===== config.mk =====
export PLATFORM = sky130hd
export DESIGN_NAME = cpu_sequencer
export DESIGN_NICKNAME = d
export VERILOG_FILES = /design/src/rtl/cpu_seq_pkg.sv /design/src/rtl/cpu_sequencer.sv
export SDC_FILE = /design/constraint.sdc
export NUM_CORES = 1
export LEC_CHECK = 0
export BUFFER_PORTS_ARGS = -buffer_cell sky130_fd_sc_hd__buf_2
export CAP_MARGIN = 10
export CORE_ASPECT_RATIO = 2
export CORE_MARGIN = 1.5
export CORE_UTILIZATION = 30
export DETAILED_ROUTE_END_ITERATION = 10
export PLACE_DENSITY = 0.53
export SETUP_SLACK_MARGIN = 0.4
export SLEW_MARGIN = 30
export SYNTH_ARGS = -nofsm -noshare
export SYNTH_HDL_FRONTEND = slang
export SYNTH_SLANG_ARGS = --single-unit

===== constraint.sdc =====
create_clock -name Clk -period 2 [get_ports Clk]
set_clock_uncertainty 0.15 [all_clocks]
set_input_delay 0.4 -clock Clk [delete_from_list [all_inputs] [get_ports Clk]]
set_output_delay 0.4 -clock Clk [all_outputs]
set_load 0.02 [all_outputs]

===== src/rtl/cpu_seq_pkg.sv =====
// Shared types and constants for the Master CPU fetch/execute sequencer.
// Holds the controller state encoding, instruction field positions and halt marker.
package cpu_seq_pkg;

    typedef enum logic [2:0] {
        IDLE,
        FETCH,
        DECODE,
        EXECUTE,
        MEM,
        WRITEBACK,
        HALT,
        STEP_WAIT
    } seq_state_t;

    // Instruction word layout seen by the decode cluster
    localparam int COND_HI   = 31;
    localparam int COND_LO   = 28;
    localparam int OPCODE_HI = 27;
    localparam int OPCODE_LO = 24;
    localparam int S_BIT     = 23;
    localparam int DEST_HI   = 22;
    localparam int DEST_LO   = 19;
    localparam int SRC2_HI   = 18;
    localparam int SRC2_LO   = 15;
    localparam int SRC1_HI   = 14;
    localparam int SRC1_LO   = 11;
    localparam int SHFT_HI   = 10;
    localparam int SHFT_LO   = 6;
    localparam int MOV_HI    = 18;
    localparam int MOV_LO    = 3;

    localparam logic [31:0] HALT_INSTR       = 32'h0000_0000;
    localparam int          DEFAULT_PROG_LEN = 16;

    function automatic logic set_flags(input logic [31:0] instr);
        return instr[S_BIT];
    endfunction

endpackage


===== src/rtl/cpu_sequencer.sv =====
// Fetch/decode/execute/mem/writeback controller owning PC, instruction and flag registers.
// Latency: 4 cycles per ALU instruction, 5 for LDR/STR; all outputs registered.
// No backpressure: runs free once started; `CPU_SEQ_SINGLE_STEP_EN adds Step-gated execution.
module cpu_sequencer
    import cpu_seq_pkg::*;
#(
    parameter int PC_W     = 8,
    parameter int PROG_LEN = DEFAULT_PROG_LEN,
    parameter int ADDR_W   = 16
) (
    input  logic              Clk,
    input  logic              Reset,
    input  logic              Start,
`ifdef CPU_SEQ_SINGLE_STEP_EN
    input  logic              Step,
`endif
    input  logic [31:0]       Instr_in,
    input  logic              Memory_enable,
    input  logic [ADDR_W-1:0] Mem_addr,
    input  logic              Mem_rw,
    input  logic [31:0]       Mem_wdata,
    input  logic [3:0]        New_flag,
    output logic [31:0]       Instr,
    output logic [PC_W-1:0]   Pc,
    output logic              Enable_i,
    output logic              RW_ram_i,
    output logic [ADDR_W-1:0] Address_in_i,
    output logic              Enable,
    output logic              RW_ram,
    output logic [ADDR_W-1:0] Address_in,
    output logic [31:0]       DataIn,
    output logic [3:0]        Flag,
    output logic              Reg_we,
    output logic              Busy,
    output logic              Done
);

    seq_state_t        state, state_nxt;
    logic [PC_W-1:0]   pc_nxt;
    logic [31:0]       instr_nxt;
    logic [3:0]        flag_nxt;
    logic              en_i_nxt, rw_i_nxt, en_nxt, rw_nxt, we_nxt, busy_nxt, done_nxt;
    logic [ADDR_W-1:0] addr_i_nxt, addr_nxt;
    logic [31:0]       din_nxt;
    logic [PC_W-1:0]   pc_inc;
    logic              last_pc;
    logic              step_go;

    assign pc_inc  = Pc + PC_W'(1);
    // Compared at 32 bits so PROG_LEN == 2**PC_W still halts on the top address
    assign last_pc = (32'(Pc) == 32'(PROG_LEN - 1));

`ifdef CPU_SEQ_SINGLE_STEP_EN
    logic step_q;
    assign step_go = Step && !step_q;
`else
    assign step_go = 1'b0;
`endif

    always_comb begin
        state_nxt  = state;
        pc_nxt     = Pc;
        instr_nxt  = Instr;
        flag_nxt   = Flag;
        en_i_nxt   = 1'b0;
        rw_i_nxt   = 1'b1;
        addr_i_nxt = Address_in_i;
        en_nxt     = 1'b0;
        rw_nxt     = 1'b1;
        addr_nxt   = Address_in;
        din_nxt    = DataIn;
        we_nxt     = 1'b0;
        busy_nxt   = Busy;
        done_nxt   = Done;

        case (state)
            IDLE: begin
                if (Start) begin
                    state_nxt  = FETCH;
                    pc_nxt     = '0;
                    busy_nxt   = 1'b1;
                    done_nxt   = 1'b0;
                    en_i_nxt   = 1'b1;
                    addr_i_nxt = '0;
                end
            end
            FETCH: begin
                state_nxt = DECODE;
            end
            DECODE: begin
                instr_nxt = Instr_in;
                state_nxt = EXECUTE;
            end
            EXECUTE: begin
                if (set_flags(Instr)) begin
                    flag_nxt = New_flag;
                end
                if (Memory_enable) begin
                    state_nxt = MEM;
                    en_nxt    = 1'b1;
                    rw_nxt    = Mem_rw;
                    addr_nxt  = Mem_addr;
                    din_nxt   = Mem_wdata;
                end else begin
                    state_nxt = WRITEBACK;
                    we_nxt    = 1'b1;
                end
            end
            MEM: begin
                state_nxt = WRITEBACK;
                // A store writes memory, not the register bank
                we_nxt    = !(Memory_enable && !Mem_rw);
            end
            WRITEBACK: begin
                if (last_pc || (Instr == HALT_INSTR)) begin
                    state_nxt = HALT;
                    busy_nxt  = 1'b0;
                    done_nxt  = 1'b1;
                end else begin
                    pc_nxt = pc_inc;
`ifdef CPU_SEQ_SINGLE_STEP_EN
                    state_nxt = STEP_WAIT;
`else
                    state_nxt  = FETCH;
                    en_i_nxt   = 1'b1;
                    addr_i_nxt = ADDR_W'(pc_inc);
`endif
                end
            end
            HALT: begin
                if (!Start) begin
                    state_nxt = IDLE;
                    done_nxt  = 1'b0;
                end
            end
            STEP_WAIT: begin
                if (step_go) begin
                    state_nxt  = FETCH;
                    en_i_nxt   = 1'b1;
                    addr_i_nxt = ADDR_W'(Pc);
                end
            end
            default: begin
                state_nxt = IDLE;
            end
        endcase
    end

    always_ff @(posedge Clk or negedge Reset) begin
        if (!Reset) begin
            state        <= IDLE;
            Pc           <= '0;
            Instr        <= '0;
            Flag         <= '0;
            Enable_i     <= 1'b0;
            RW_ram_i     <= 1'b1;
            Address_in_i <= '0;
            Enable       <= 1'b0;
            RW_ram       <= 1'b1;
            Address_in   <= '0;
            DataIn       <= '0;
            Reg_we       <= 1'b0;
            Busy         <= 1'b0;
            Done         <= 1'b0;
`ifdef CPU_SEQ_SINGLE_STEP_EN
            step_q       <= 1'b0;
`endif
        end else begin
            state        <= state_nxt;
            Pc           <= pc_nxt;
            Instr        <= instr_nxt;
            Flag         <= flag_nxt;
            Enable_i     <= en_i_nxt;
            RW_ram_i     <= rw_i_nxt;
            Address_in_i <= addr_i_nxt;
            Enable       <= en_nxt;
            RW_ram       <= rw_nxt;
            Address_in   <= addr_nxt;
            DataIn       <= din_nxt;
            Reg_we       <= we_nxt;
            Busy         <= busy_nxt;
            Done         <= done_nxt;
`ifdef CPU_SEQ_SINGLE_STEP_EN
            step_q       <= Step;
`endif
        end
    end

endmodule


### Yosys cells after proc, flatten, opt, wreduce, memory -nomap -nowiden

Cells that the tools add are included.

| storage, ports and cells | value |
|---|---|
| word-level logic and storage cells | 68 |
| flip-flop bits (word level) | 117 |

| operators by class | value |
|---|---|
| bitwise gates (word level) | 1 |
| reductions and logical operators | 14 |
| mux-type cells | 27 |
| add/subtract/negate cells | 1 |
| eq/ne operators | 12 |

Operators by type and width:

| operator | number |
|---|---|
| $logic_not 32->1 | 1 |
| $mux 16 | 2 |
| $pmux 16 s2 | 1 |
| $pmux 3 s7 | 1 |
| $mux 8 | 2 |
| $pmux 8 s2 | 1 |
| $mux 1 | 13 |
| $eq 3x3->1 const B | 4 |
| $mux 3 | 3 |
| $reduce_and 3->1 | 3 |
| $add 8x1->8 const B | 1 |
| $eq 8x4->1 const B | 1 |
| $ne 2x2->1 const B | 4 |
| $eq 3x2->1 const B | 2 |
| $pmux 1 s2 | 3 |
| $reduce_and 2->1 | 2 |
| $reduce_and 4->1 | 1 |
| $eq 3x1->1 const B | 1 |
| $logic_not 3->1 | 1 |
| $pmux 1 s3 | 1 |
| $reduce_bool 3->1 | 1 |
| $logic_not 1->1 | 2 |
| $reduce_bool 2->1 | 1 |
| $logic_and 1x1->1 | 1 |
| other kinds (2) | 2 |

### Depth between registers and ports, before layout

| depth | value |
|---|---|
| depth in word-level cells | 4 |
| gate-level depth with buffers | 6 |

### Least setup slack after synthesis

Ideal clock, no wire load.

| timing | value |
|---|---|
| kind | register to register |
| start point | register, netlist name Address_in_i[0] |
| end point | register Address_in_i[2] |
| library setup time | 122 ps |
| data required time | 1728 ps |
| cell stages (with the launch flop) | 7 |
| path slack | 218 ps |
| path buffers | 0 |
| arrival time | 1510 ps |
| period minus slack after synthesis | 1782 ps |
| path through | dfrtp_1 > ha_1 > nand3_1 > nor2_4 > nor2_1 > nand2_2 > a32o_1 |

RTL lines:

| item | line | source |
|---|---|---|
| to (signal assigned) | cpu_sequencer.sv:175 | `Address_in_i <= addr_i_nxt;` |
| to (decl) | cpu_sequencer.sv:27 | `output logic [ADDR_W-1:0] Address_in_i,` |

### Worst setup path in the final report

| timing | value |
|---|---|
| start point | register Instr[30] |
| end point | register state[0] |

| on the way | value |
|---|---|
| longest elaborated chain between the ends | 4 |

Ends and longest elaborated chain:

| item | line | source |
|---|---|---|
| from (decl) | cpu_sequencer.sv:23 | `output logic [31:0] Instr,` |
| from (signal assigned) | cpu_sequencer.sv:171 | `Instr <= instr_nxt;` |
| $logic_not 32->1 | cpu_sequencer.sv:115 | `if (last_pc \|\| (Instr == HALT_INSTR)) begin` |
| $logic_or 1x1->1 | cpu_sequencer.sv:115 |  |
| $mux 3 | cpu_sequencer.sv:115 |  |
| $pmux 3 s7 | cpu_sequencer.sv:76 | `case (state)` |
| to (signal assigned) | cpu_sequencer.sv:169 | `state <= state_nxt;` |
| to (decl) | cpu_sequencer.sv:38 | `seq_state_t state, state_nxt;` |

Every way passes these cells.
A chain may end at the register's enable or synchronous reset.

==> out/results.ini <==
[outcome]
outcome = completed

[detailed_routing]
first_pass_iters = 5
postRouteAntennaNets = 0
via_count = 3365
wl_per_cell_um = 17.33
post-route-drc-count = 0
vias_per_cell = 4.629
first_iter_violations = 118
drt-total-wl_um = 12600

[yosys]
ys_warn_count = 0
synthSimpleGateAreaFrac_pct = 7.359
synth_edf_count = 0
ys_ff_latch = 101
synth-compound-area-share_pct = 3.723
synth-main-ff-cell = dfrtp_1
ys_types = 45
yosysSeqAreaShare_pct = 58.78
synth_xor_area_share_pct = 0
syn-instance-count = 301
synth_top_family_by_area = multiplexers
synth_area_per_cell_sq_um = 14.29
synth_area_sq_um = 4302
synthAdderAreaFrac_pct = 0.2909
synth_mux_area_share_pct = 23.79
async_reset_ff_share_pct = 100.0

[clock_network]
cts_tree = done
h-tree-depth = 3
clockBufferDepth = 2
clk_latency_ps = 340
root_buffer = clkbuf_16
numCtsBuffers = 9
clock-sinks = 101
clkTransAtPathRegs_ps = 80

[die]
die_y_um = 172.3
dieArea_sq_um = 15110
rows = 61
pin_count = 204
start_util_pct = 30.80
core_sq_um = 13970
die_x_um = 87.67

[global_routing]
antenna_found_initial = 1
grt_pass1_vias = 3504
grt_util_all_layers_pct = 16.53
grt_start_max_net_pins = 44
grt_overflow = 0
grt_pass1_wl_um = 18730

[worst_setup_path]
crit_fanout = 5
critPathTopFamily = simple AND/OR/NAND/NOR gates
path_class = reg -> reg
cp_slowest_cell = dfrtp_1
worstPathCellList = nor4_4 -> nand4_1 -> nor2_4 -> nor2_2 -> o31a_1
start_kind = register
crit_path_max_incr_delay_ps = 420
end_kind = register
path_buf_inv = 0
arrival_ps = 1850
cp.required_ps = 2080

[power_and_ir_drop]
power.leakage_nw = 3.264
total_power_mw = 11.86
ir_worst_vdd_mv = 0.8955
cellPowerDensity_nw_per_um2 = 1772

[placement]
placed_cell_area_sq_um = 5472
place_ws_ps = 17.81
dp.cells = 673
dp_hpwl_um = 8655
gp_congestion = 0.7464
io_buffers = 194

[final_layout]
nNetsFinal = 622
fin_area_sq_um = 6691
final_cell_mix = buf_2 (188), dfrtp_1 (83), mux2_4 (42)
instances_no_fill = 727
drive_above_1_share_pct = 71.51
area_delta_synth_final_pct = 55.56
mostFrequentLayoutCell = buf_2

[timing]
setup_viol = 0
finalSetupTns_ps = 0
post-route-period-util_pct = 88.92
drv_slew = 0
rsz0062_at_grt = true
min_period_ps = 1778
fmax_ghz = 0.5623
hold_violations = 0
layout_setup_ws_ps = 221.7

[flow_run]
drv_cap = 0

[min_path]
hp-class = in -> reg

## per-stage QoR
step	hold WS (ps)	util, %
2_1_floorplan	-45.59	-
3_3_place_gp	174.2	39.17
3_5_place_dp	180.8	39.17
4_1_cts	101.6	45.89
5_1_grt	99.89	47.89
6_report	116.7	47.91
## kinds of logic after synthesis
logic type	Yosys count
adder cells (fa/ha/maj)	1
AO/OA/AOI/OAI	21
multiplexers	88
other	2
flip-flops	101
buffers and inverters	34
AND/OR/NAND/NOR	54
## what timing repair did
item	4_1_cts	5_1_grt
resized for setup	42	47
gates cloned	7	3
endpoints found under the setup margin	96	107
pin swaps	10	3
endpoints found under the hold margin	22	0
setup buffers	20	6
hold buffers	1	0
## routing by layer
metal  vias up  GRT usage [%]  wire (um)
li1       1520              -          -
met1      1692          17.63       4305
met2       126          30.97       7348
met3        27          3.007        508
met4         0          6.970        439
met5         -              0          0
## sequential cells by signal (all words and copies together), names as in the netlist, 3 cells and up
name          count
Flag              4
Instr            32
Address_in       16
Address_in_i      8
state             3
DataIn           32
## path summary, 6_finish.rpt
path                                from    endpoint  slack [ps]  depth (start not counted)
setup / recovery               Instr[30]    state[0]         220                          5
hold / removal             Mem_wdata[28]  DataIn[28]         120                          2
setup reg to reg               Instr[30]    state[0]         220                          5
hold reg to reg               DataIn[28]  DataIn[28]         340                          1
max in group asynchronous          Reset      RW_ram         760                          3
min in group asynchronous          Reset    Instr[2]         350                          2
## synthesized netlist by cell type (all sizes together), types with 3 or more instances
cell type,instances,area (sq um)
buf,28,230.2
dfrtp,100,2502
inv,6,22.52
mux2,84,983.4
mux2i,4,40.04
nand2,13,53.80
nand3,10,50.05
nor2,8,47.55
nor3,3,31.28
nor4,9,56.30
o211ai,5,37.54
o21ai,6,41.29
or2,3,18.77
## worst reg2reg max path, stage by stage, from the launching register on
cell	delay, ps
dfrtp_1	420
nor4_4	290
nand4_1	230
nor2_4	230
nor2_2	100
o31a_1	240
## layout make-up
| cell class | count | area [sq um] |
|---|---|---|
| Clock inverter | 5 | 108.9 |
| Tap cell | 189 | 236.5 |
| Antenna cell | 1 | 2.502 |
| Clock buffer | 11 | 232.7 |
| Sequential cell | 101 | 2550 |
| Multi-Input combinational cell | 174 | 1837 |
| Inverter | 6 | 25.02 |
| Fill cell | 1285 | 7276 |
| Timing Repair Buffer | 240 | 1699 |
## power by group
| part | total (mW) | internal (mW) | switching, mW |
|---|---|---|---|
| sequential | 3.88 | 3.07 | 0.804 |
| clock | 2.02 | 1.23 | 0.788 |
| combinational | 5.96 | 2.99 | 2.97 |
Power figures use the tool's default switching activity.
